==> config.mk <==
export PLATFORM = sky130hd
export DESIGN_NAME = instr_packer
export DESIGN_NICKNAME = d
export VERILOG_FILES = /design/src/rtl/rv_imm_pkg.sv /design/src/rtl/imm_pack.sv /design/src/rtl/instr_packer.sv
export SDC_FILE = /design/constraint.sdc
export NUM_CORES = 1
export LEC_CHECK = 0
export CORE_MARGIN = 5
export CORE_UTILIZATION = 45
export CTS_BUF_LIST = sky130_fd_sc_hd__clkbuf_4 sky130_fd_sc_hd__clkbuf_8 sky130_fd_sc_hd__clkbuf_16
export CTS_CLUSTER_DIAMETER = 80
export DETAILED_ROUTE_END_ITERATION = 8
export GPL_TIMING_DRIVEN = 0
export PLACE_DENSITY = 0.87
export SLEW_MARGIN = 20
export SYNTH_ARGS = -nofsm -noshare
export SYNTH_HDL_FRONTEND = slang
export SYNTH_HIERARCHICAL = 1
export SYNTH_SLANG_ARGS = --single-unit
export TNS_END_PERCENT = 30
==> constraint.sdc <==
create_clock -name clk_i -period 4.6 [get_ports clk_i]
set_input_delay 0.46 -clock clk_i [delete_from_list [all_inputs] [get_ports clk_i]]
set_output_delay 0.46 -clock clk_i [all_outputs]
set_load 0.01 [all_outputs]
==> src/rtl/rv_imm_pkg.sv <==
// Shared RISC-V immediate-format definitions: immsrc codes and the per-format field masks.
// Kept in one place so the immediate encoder and the decoder/extender agree bit for bit.
package rv_imm_pkg;

    localparam logic [2:0] IMM_I = 3'b000;
    localparam logic [2:0] IMM_S = 3'b001;
    localparam logic [2:0] IMM_B = 3'b010;
    localparam logic [2:0] IMM_J = 3'b011;
    localparam logic [2:0] IMM_U = 3'b100;

    localparam logic [31:0] MASK_I = 32'hFFF0_0000;
    localparam logic [31:0] MASK_S = 32'hFE00_0F80;
    localparam logic [31:0] MASK_B = 32'hFE00_0F80;
    localparam logic [31:0] MASK_J = 32'hFFFF_F000;
    localparam logic [31:0] MASK_U = 32'hFFFF_F000;

    // Illegal formats own no bits, so the base word passes through untouched.
    function automatic logic [31:0] imm_mask(input logic [2:0] src);
        case (src)
            IMM_I:   return MASK_I;
            IMM_S:   return MASK_S;
            IMM_B:   return MASK_B;
            IMM_J:   return MASK_J;
            IMM_U:   return MASK_U;
            default: return 32'h0;
        endcase
    endfunction

endpackage

==> src/rtl/imm_pack.sv <==
// Combinational immediate scatter into I/S/B/J/U fields plus error flag.
// Range checking is compiled in with INSTR_PACKER_RANGE_CHECK_EN.
module imm_pack
    import rv_imm_pkg::*;
(
    input  logic [31:0] base_i,
    input  logic [31:0] imm_i,
    input  logic [2:0]  immsrc_i,
    output logic [31:0] instr_o,
    output logic        err_o
);

    logic [31:0] fields;
    logic        legal;
    logic        range_err;

    always_comb begin
        fields = 32'h0;
        legal  = 1'b1;
        case (immsrc_i)
            IMM_I:   fields = {imm_i[11:0], 20'h0};
            IMM_S:   fields = {imm_i[11:5], 13'h0, imm_i[4:0], 7'h0};
            IMM_B:   fields = {imm_i[12], imm_i[10:5], 13'h0, imm_i[4:1], imm_i[11], 7'h0};
            IMM_J:   fields = {imm_i[20], imm_i[10:1], imm_i[11], imm_i[19:12], 12'h0};
            IMM_U:   fields = {imm_i[31:12], 12'h0};
            default: legal = 1'b0;
        endcase
    end

`ifdef INSTR_PACKER_RANGE_CHECK_EN
    // Flag values whose dropped upper/lower bits would change the encoded immediate.
    always_comb begin
        range_err = 1'b0;
        case (immsrc_i)
            IMM_I, IMM_S: range_err = imm_i[31:11] != {21{imm_i[31]}};
            IMM_B:        range_err = (imm_i[31:12] != {20{imm_i[31]}}) || imm_i[0];
            IMM_J:        range_err = (imm_i[31:20] != {12{imm_i[31]}}) || imm_i[0];
            IMM_U:        range_err = |imm_i[11:0];
            default:      range_err = 1'b0;
        endcase
    end
`else
    assign range_err = 1'b0;
`endif

    assign instr_o = (base_i & ~imm_mask(immsrc_i)) | fields;
    assign err_o   = !legal || range_err;

endmodule

==> src/rtl/instr_packer.sv <==
// Instruction packer: one output register stage with valid/ready handshake, sequential imem
// word address and sticky wrap flag. Range errors are enabled by INSTR_PACKER_RANGE_CHECK_EN.
module instr_packer
    import rv_imm_pkg::*;
#(
    parameter int unsigned ADDR_W     = 6,
    parameter int unsigned START_ADDR = 0
) (
    input  logic              clk_i,
    input  logic              rst_ni,
    input  logic              clr_i,
    input  logic              in_valid_i,
    output logic              in_ready_o,
    input  logic [2:0]        in_immsrc_i,
    input  logic [31:0]       in_imm_i,
    input  logic [31:0]       in_base_i,
    output logic              out_valid_o,
    input  logic              out_ready_i,
    output logic [31:0]       out_instr_o,
    output logic [ADDR_W-1:0] out_addr_o,
    output logic              out_err_o,
    output logic              wrapped_o
);

    localparam logic [ADDR_W-1:0] StartAddr = ADDR_W'(START_ADDR);

    logic [31:0]       pack_instr;
    logic              pack_err;
    logic              in_hs;
    logic              out_hs;
    logic [ADDR_W-1:0] addr_inc;

    logic              valid_q, valid_d;
    logic [31:0]       instr_q, instr_d;
    logic              err_q, err_d;
    logic [ADDR_W-1:0] addr_q, addr_d;
    logic              wrapped_q, wrapped_d;

    imm_pack u_imm_pack (
        .base_i   (in_base_i),
        .imm_i    (in_imm_i),
        .immsrc_i (in_immsrc_i),
        .instr_o  (pack_instr),
        .err_o    (pack_err)
    );

    assign in_ready_o = !wrapped_q && (!valid_q || out_ready_i);
    assign in_hs      = in_valid_i && in_ready_o;
    assign out_hs     = valid_q && out_ready_i;
    assign addr_inc   = addr_q + 1'b1;

    always_comb begin
        valid_d   = valid_q;
        instr_d   = instr_q;
        err_d     = err_q;
        addr_d    = addr_q;
        wrapped_d = wrapped_q;
        if (out_hs) begin
            valid_d = 1'b0;
        end
        if (in_hs) begin
            valid_d = 1'b1;
            instr_d = pack_instr;
            err_d   = pack_err;
        end
        // clr wins over the increment; a pending word simply takes StartAddr.
        if (clr_i) begin
            addr_d    = StartAddr;
            wrapped_d = 1'b0;
        end else if (out_hs) begin
            addr_d = addr_inc;
            if (addr_inc == StartAddr) begin
                wrapped_d = 1'b1;
            end
        end
    end

    always_ff @(posedge clk_i or negedge rst_ni) begin
        if (!rst_ni) begin
            valid_q   <= 1'b0;
            instr_q   <= 32'h0;
            err_q     <= 1'b0;
            addr_q    <= StartAddr;
            wrapped_q <= 1'b0;
        end else begin
            valid_q   <= valid_d;
            instr_q   <= instr_d;
            err_q     <= err_d;
            addr_q    <= addr_d;
            wrapped_q <= wrapped_d;
        end
    end

    assign out_valid_o = valid_q;
    assign out_instr_o = instr_q;
    assign out_err_o   = err_q;
    assign out_addr_o  = addr_q;
    assign wrapped_o   = wrapped_q;

endmodule

==> metrics.md, run 1 <==
| Metric | Value |
|---|---|
| Synthesized Nets | `285` |
| Final WL | `6250 um` |
| Sink Count | `41` |
| Largest net degree at the start of global routing | `27` |
| Worst slew margin | `66.9%` |
| CP Launch Type | `primary input` |
| Grt total ovfl | `0` |
| Pleak | `1.58 nW` |
| Sequential Power Share | `38.6%` |
| Initial Utilization | `46.9%` |
| Area grow syn2layout | `52.7%` |
| Sw Ratio | `24.7%` |
| CP Launch Point | `out_ready_i` |
| PnR worst setup slack | `2.40 ns` |
| Hold_buf cts | `0` |
| RSZ-0062 raised after global routing | `no` |
| First-pass GRT wire length | `10,600 um` |
| Yosys cell types | `36` |
| WP data required | `4.14 ns` |
| Clock power frac | `29.4%` |
| Final TNS setup | `0 ns` |
| Maximum clock rate | `0.455 GHz` |
| Total Routing Usage GR | `18.4%` |
| Post-Syn Area | `2420 sq um` |
| Setup violators final | `0` |
| Final Cycle Share | `47.7%` |
| CP endpoint kind | `output port` |
| H-tree Lvls | `2` |
| Gp weighted congestion | `0.772` |
| Core area | `5170 sq um` |
| N_diodes | `0` |
| Logic gate share of total power | `32.0%` |
| Placed Area | `3570 sq um` |
| Clock Skew | `0.00734 ns` |
| Final Cell Area | `3700 sq um` |
| Initial antenna violation count | `0` |
| Root Driver | `clkbuf_8` |
| Switching Power | `284 uW` |
| Max-slew violations | `0` |
| Syn_area_per_cell | `11.4 sq um` |
| Num CTS Buffers | `5` |
| Drt pass-1 iters | `4` |
| Crit path DAT | `1.74 ns` |
| Minimum clock period | `2.20 ns` |
| Kind of critical path | `in -> out` |
| HP Class | `in -> async` |
| Number of global-route vias before repair | `2,191` |
| Top cell by count, worst path | `clkdlybuf4s50_1` |
| Wire per inst | `15.8 um` |
| Die ar. | `6960 sq um` |
| Crit-path max FO | `4` |
| # port buffers | `104` |
| I/O Pins | `114` |
| Die Wd | `83.4 um` |
| Layout cell share with drive strength beyond 1 | `24.3%` |
| Fin nets | `397` |
| P per Cell Area | `311 nW/um^2` |
| Post-DP HPWL | `4890 um` |
| Synth Instances | `212` |
| Commonest cells after routing, fill and taps aside | `clkdlybuf4s50_1, dfrtp_1, mux2_2, nor2_1, mux2i_1` |
| # Post-CTS Setup Buffers | `0` |
| Sequential share of the synthesized area | `42.3%` |
| Site Rows | `26` |
| Worst skew pair latency | `0.28 ns` |
| Post-Place Setup Slack | `2.18 ns` |
| Vias after detailed routing | `2,024` |
| DRT iter0 DRCs | `42` |
| Antenna Nets Post-Route | `0` |
| Status | `complete, no violations` |
| Slowest cell on crit path | `clkdlybuf4s50_1` |
| Internal power | `867 uW` |
| Post-CTS sizing | `0` |
| Reg2reg start | `out_valid_o` |
| FF+latch count, synth | `41` |
| Worst stage delay on the critical path | `0.57 ns` |
| CTS Buffer Depth | `2` |
| Peak supply drop | `0.278 mV` |
| Max-Cap Viols | `0` |
| TritonCTS clock tree | `done` |
| Avg Vias per Cell | `5.12` |
| Synth warnings | `6` |
| DRC | `0` |
| DIE HEIGHT | `83.4 um` |
| Final Hold Viols | `0` |
| Most common cell after layout, fill and taps aside | `clkdlybuf4s50_1` |
| Worst path cell trace | `clkdlybuf4s50_1, nor2b_4, nor2_1, clkdlybuf4s50_1` |
| Worst-path clk slew | `0.08 ns` |
| Worst-Margin Slew | `0.496 ns` |
==> routing by layer <==
layer	track usage [%]	vias to the layer above	part of all wire, %
li1	-	970	-
met1	22.7	969	41
met2	32.1	79	50
met3	5.05	6	7.8
met4	3.86	0	1.1
met5	0	-	0
==> power by group through the flow <==
stage	combinational (mW)	sequential, mW	clock (mW)
global route	0.395	0.453	0.365
floorplan	0.135	0.478	0
finish	0.368	0.444	0.338
detailed placement	0.372	0.452	0
global placement	0.364	0.448	0
CTS	0.374	0.445	0.350
==> flip-flops by register name (all words and copies together) (netlist names) <==
register	count
out_err_o	1
out_valid_o	1
wrapped_o	1
out_instr_o	32
out_addr_o	6
==> layout make-up <==
type | instances | area (sq um)
Tap cell | 70 | 87.6
Buffer | 21 | 168
Fill cell | 372 | 1470
Multi-Input combinational cell | 147 | 1220
Clock buffer | 5 | 68.8
Clock inverter | 3 | 65.1
Inverter | 3 | 11.3
Sequential cell | 41 | 1030
Timing Repair Buffer | 105 | 1060
==> path summary, 6_finish.rpt <==
check                                   to  slack (ns)  cells past startpoint
max                             in_ready_o        2.40                      4
max reg2reg                      out_err_o        2.87                      4
min                         out_instr_o[1]         0.1                      1
min in group clk_i          out_instr_o[0]        0.41                      2
max in group asynchronous   out_instr_o[2]        4.02                      2
min reg2reg                out_instr_o[16]        0.51                      1
==> per-stage QoR <==
stage | instances | total power [mW] | hold slack (ns) | util, %
after floorplan | 212 | 0.613 | 0.164 | -
after global placement | 386 | 0.813 | 0.489 | 68.7
after detailed placement | 387 | 0.824 | 0.417 | 69.0
after CTS | 395 | 1.17 | 0.102 | 71.6
after global routing | 395 | 1.21 | 0.112 | 71.6
final | 395 | 1.15 | 0.0986 | 71.6
==> cell families after synthesis <==
logic type      after synthesis  synth area share (%)
mux                          61                  28.9
simple gates                 52                  11.8
flops                        41                  42.3
compound gates               30                  8.05
buf+inv                      24                  7.38
xor+xnor                      3                  1.08
fa+ha+maj                     1                 0.516
==> cell usage after synthesis <==
master	n	area [sq um]
a21o_1	2	15.0
a21oi_1	11	55.1
a221oi_1	4	35.0
a22o_1	1	8.76
a41o_1	1	10.0
and3_1	5	31.3
buf_1	1	3.75
buf_2	2	10.0
buf_4	11	82.6
buf_6	6	67.6
clkbuf_1	1	3.75
dfrtp_1	41	1030
ha_1	1	12.5
inv_1	3	11.3
mux2_1	3	33.8
mux2_2	37	417
mux2_4	8	120
mux2i_1	13	130
nand2_1	6	22.5
nand2b_1	5	31.3
nand3_1	4	20.0
nor2_1	21	78.8
nor2b_1	2	12.5
nor2b_4	2	27.5
nor3b_1	1	7.51
nor3b_4	1	18.8
o211ai_1	3	22.5
o21ai_0	6	30.0
o221a_2	1	11.3
o31ai_1	1	7.51
or2_2	1	6.26
or3_1	2	12.5
or3b_1	1	8.76
or4_1	1	7.51
xnor2_1	2	17.5
xor2_1	1	8.76
==> critical path, delay by kind of cell <==
kind                   cells  cell delay (ns)
AND/OR/NAND/NOR            2             0.16
buffers and inverters      2             1.11
No activity file was read; power rests on OpenSTA's default activity.
==> run 2: changes to the inputs <==
--- a/config.mk
+++ b/config.mk
@@ -6,12 +6,12 @@
 export NUM_CORES = 1
 export LEC_CHECK = 0
 export CORE_MARGIN = 5
-export CORE_UTILIZATION = 45
+export CORE_UTILIZATION = 41
 export CTS_BUF_LIST = sky130_fd_sc_hd__clkbuf_4 sky130_fd_sc_hd__clkbuf_8 sky130_fd_sc_hd__clkbuf_16
 export CTS_CLUSTER_DIAMETER = 80
 export DETAILED_ROUTE_END_ITERATION = 8
 export GPL_TIMING_DRIVEN = 0
-export PLACE_DENSITY = 0.87
+export PLACE_DENSITY = 0.8
 export SLEW_MARGIN = 20
 export SYNTH_ARGS = -nofsm -noshare
 export SYNTH_HDL_FRONTEND = slang
==> constraint.sdc (replaced) <==
create_clock -name clk_i -period 2.2 [get_ports clk_i]
set_input_delay 0.22 -clock clk_i [delete_from_list [all_inputs] [get_ports clk_i]]
set_output_delay 0.22 -clock clk_i [all_outputs]
set_load 0.01 [all_outputs]
==> run 2 against run 1 <==
Sequential share of layout area rose by 0.24 points. Sequential cell count did not move. Clock power grew 43%. Power grew 91%. Count of clock-buffer cells in the layout grew 1. Die area up 8.6%. Largest cell class unchanged. Largest power group unchanged.
==> metrics.md, run 2 (synthesized netlist as in run 1, its figures left out) <==
| Metric | Value |
|---|---|
| H-tree Lvls | `2 (unchanged)` |
| Num CTS Buffers | `5 (unchanged)` |
| Finished Layout Cells | `401 (+1.5%)` |
| Post-DP HPWL | `5120 um (+4.7%)` |
| DRT iter0 DRCs | `53 (+26%)` |
| Core area | `5850 sq um (+13%)` |
| Placed Area | `3570 sq um (+0.18%)` |
| Setup violators final | `0 (unchanged)` |
| Status | `complete, no violations` |
| Die ar. | `7550 sq um (+8.6%)` |
| Crit path DAT | `2.05 ns (+0.31 ns)` |
| Switching Power | `598 uW (+110%)` |
| First-pass GRT wire length | `10,200 um (-3.0%)` |
| Clock power frac | `22.1% (-7.3 points)` |
| Final Cell Area | `3670 sq um (-0.84%)` |
| Multi-input logic area | `1220 sq um (unchanged)` |
| Final Cycle Share | `85.4%` |
| Most common cell after layout, fill and taps aside | `clkdlybuf4s50_1` |
| Sw Ratio | `27.3% (+2.6 points)` |
| Initial antenna violation count | `0 (unchanged)` |
| Hold Slack | `0.161 ns (+0.0624 ns)` |
| Fill cells | `501 (+35%)` |
| Area grow syn2layout | `51.4%` |
| # port buffers | `104 (unchanged)` |
| Fin nets | `398 (+0.25%)` |
| Gp weighted congestion | `0.750 (-2.7%)` |
| Worst Hold Path Cells | `2` |
| Site Rows | `28 (+7.7%)` |
| Worst-Margin Slew | `0.441 ns (-0.0552 ns)` |
| Largest register FFs | `32 (unchanged)` |
| RSZ-0062 raised after global routing | `no` |
| CTS Buffer Depth | `2 (unchanged)` |
| Design Power | `2.19 mW (+91%)` |
| Kind of critical path | `in -> reg` |
| DRC | `0 (unchanged)` |
| Cells after DPL | `392 (+1.3%)` |
| Crit-path max FO | `10 (+6)` |
| CP Launch Type | `primary input` |
| R2R cell count | `4 (unchanged)` |
| Largest net degree at the start of global routing | `30 (+11%)` |
| PnR worst setup slack | `0.322 ns (-2.08 ns)` |
| Minimum clock period | `1.88 ns` |
| Logic gate share of total power | `35.4% (+3.4 points)` |
| Layout cell share with drive strength beyond 1 | `24.2% (-0.075 points)` |
| Root Driver | `clkbuf_8` |
| Total Routing Usage GR | `17.5% (-0.95 points)` |
| Avg Vias per Cell | `5.12 (about the same)` |
| N_diodes | `0 (unchanged)` |
| Vias after detailed routing | `2,055 (+1.5%)` |
| Worst-path clk slew | `0.08 ns (about the same)` |
| Antenna Nets Post-Route | `0 (unchanged)` |
| Drt pass-1 iters | `4 (unchanged)` |
| Clock Skew | `0.00654 ns (-0.000800 ns)` |
| I/O Pins | `114 (unchanged)` |
| TritonCTS clock tree | `done` |
| Initial Utilization | `41.4% (-5.4 points)` |
| Grt total ovfl | `0 (unchanged)` |
| Number of global-route vias before repair | `2,057 (-6.1%)` |
| DIE HEIGHT | `86.9 um (+4.2%)` |
| Final Hold Viols | `0 (unchanged)` |
| P per Cell Area | `598 nW/um^2 (+92%)` |
| CP endpoint kind | `flip-flop` |
| Finished Core Util | `62.7% (-8.8 points)` |
| Wire per inst | `16.4 um (+3.6%)` |
| Sink Count | `41 (unchanged)` |
| Max-Cap Viols | `0 (unchanged)` |
| Maximum clock rate | `0.532 GHz` |
| WP data required | `2.37 ns (-1.77 ns)` |
| Die Wd | `86.9 um (+4.2%)` |
| Max-slew violations | `0 (unchanged)` |
| Commonest cells after routing, fill and taps aside | `clkdlybuf4s50_1, dfrtp_1, mux2_2, nor2_1, mux2i_1` |
| Final WL | `6580 um (+5.2%)` |
| FF+latch area | `1030 sq um (unchanged)` |
| HP Class | `in -> reg` |
| Post-Place Setup Slack | `0.0221 ns (-2.16 ns)` |
| Peak supply drop | `0.414 mV (+49%)` |
| Internal power | `1.60 mW (+84%)` |
| Final TNS setup | `0 ns (unchanged)` |
| Sequential Power Share | `42.5% (+3.9 points)` |
| Worst slew margin | `70.6% (+3.7 points)` |
| Pleak | `1.57 nW (-0.99%)` |
| Worst skew pair latency | `0.29 ns (about the same)` |
[run 2: cell count changes in the layout (fill, tap and decap cells not counted), sizes merged]
| cell | before | now |
|---|---|---|
| bufinv | 2 | 0 |
| clkbuf | 6 | 7 |
| clkinv | 1 | 2 |
| dlygate4sd3 | 0 | 1 |
[run 2: power by group through the flow]
stage          clock network, mW  registers (mW)  logic, mW
2_1_floorplan                  0           0.999      0.281
3_3_place_gp                   0           0.939      0.766
3_5_place_dp                   0           0.949      0.781
4_1_cts                    0.501           0.936      0.788
5_1_grt                    0.544           0.948      0.828
6_report                   0.485           0.933      0.776
[run 2: worst max-delay path, stage by stage]
cell	delay [ns]
clkdlybuf4s50_1	0.53
buf_2	0.23
nor3b_1	0.21
a21o_1	0.12
buf_6	0.16
mux2_4	0.31
mux2_2	0.27
[run 2: cell type report]
class | instances | area share [%]
Clock inverter | 2 | 0.273
Timing Repair Buffer | 106 | 29.0
Multi-Input combinational cell | 147 | 33.2
Sequential cell | 41 | 27.9
Inverter | 3 | 0.307
Clock buffer | 6 | 2.08
Buffer | 21 | 4.57
Tap cell | 75 | 2.56
[run 2: metal layers]
| metal | share of wire (%) | vias up | global-route usage [%] |
|---|---|---|---|
| met2 | 51 | 83 | 29.8 |
| met4 | 2.0 | 0 | 5.38 |
| li1 | - | 975 | - |
| met1 | 40 | 986 | 21.5 |
| met5 | 0 | - | 0 |
| met3 | 7.5 | 11 | 4.54 |
[run 2: repair_timing]
action                    4_1_cts  5_1_grt
hold endpoints to repair       12        0
hold buffers                    1        0
resized for setup               0        0
setup buffers                   0        0
[run 2: worst paths after layout]
kind	start	end	slack (ns)
worst max-delay path	in_immsrc_i[2]	out_instr_o[18]	0.32
worst min-delay path	in_base_i[0]	out_instr_o[0]	0.16
worst max register to register	out_valid_o	out_instr_o[18]	0.52
worst min register to register	out_instr_o[12]	out_instr_o[12]	0.51
max in group asynchronous	rst_ni	out_instr_o[6]	1.37
min in group asynchronous	rst_ni	out_instr_o[29]	0.36
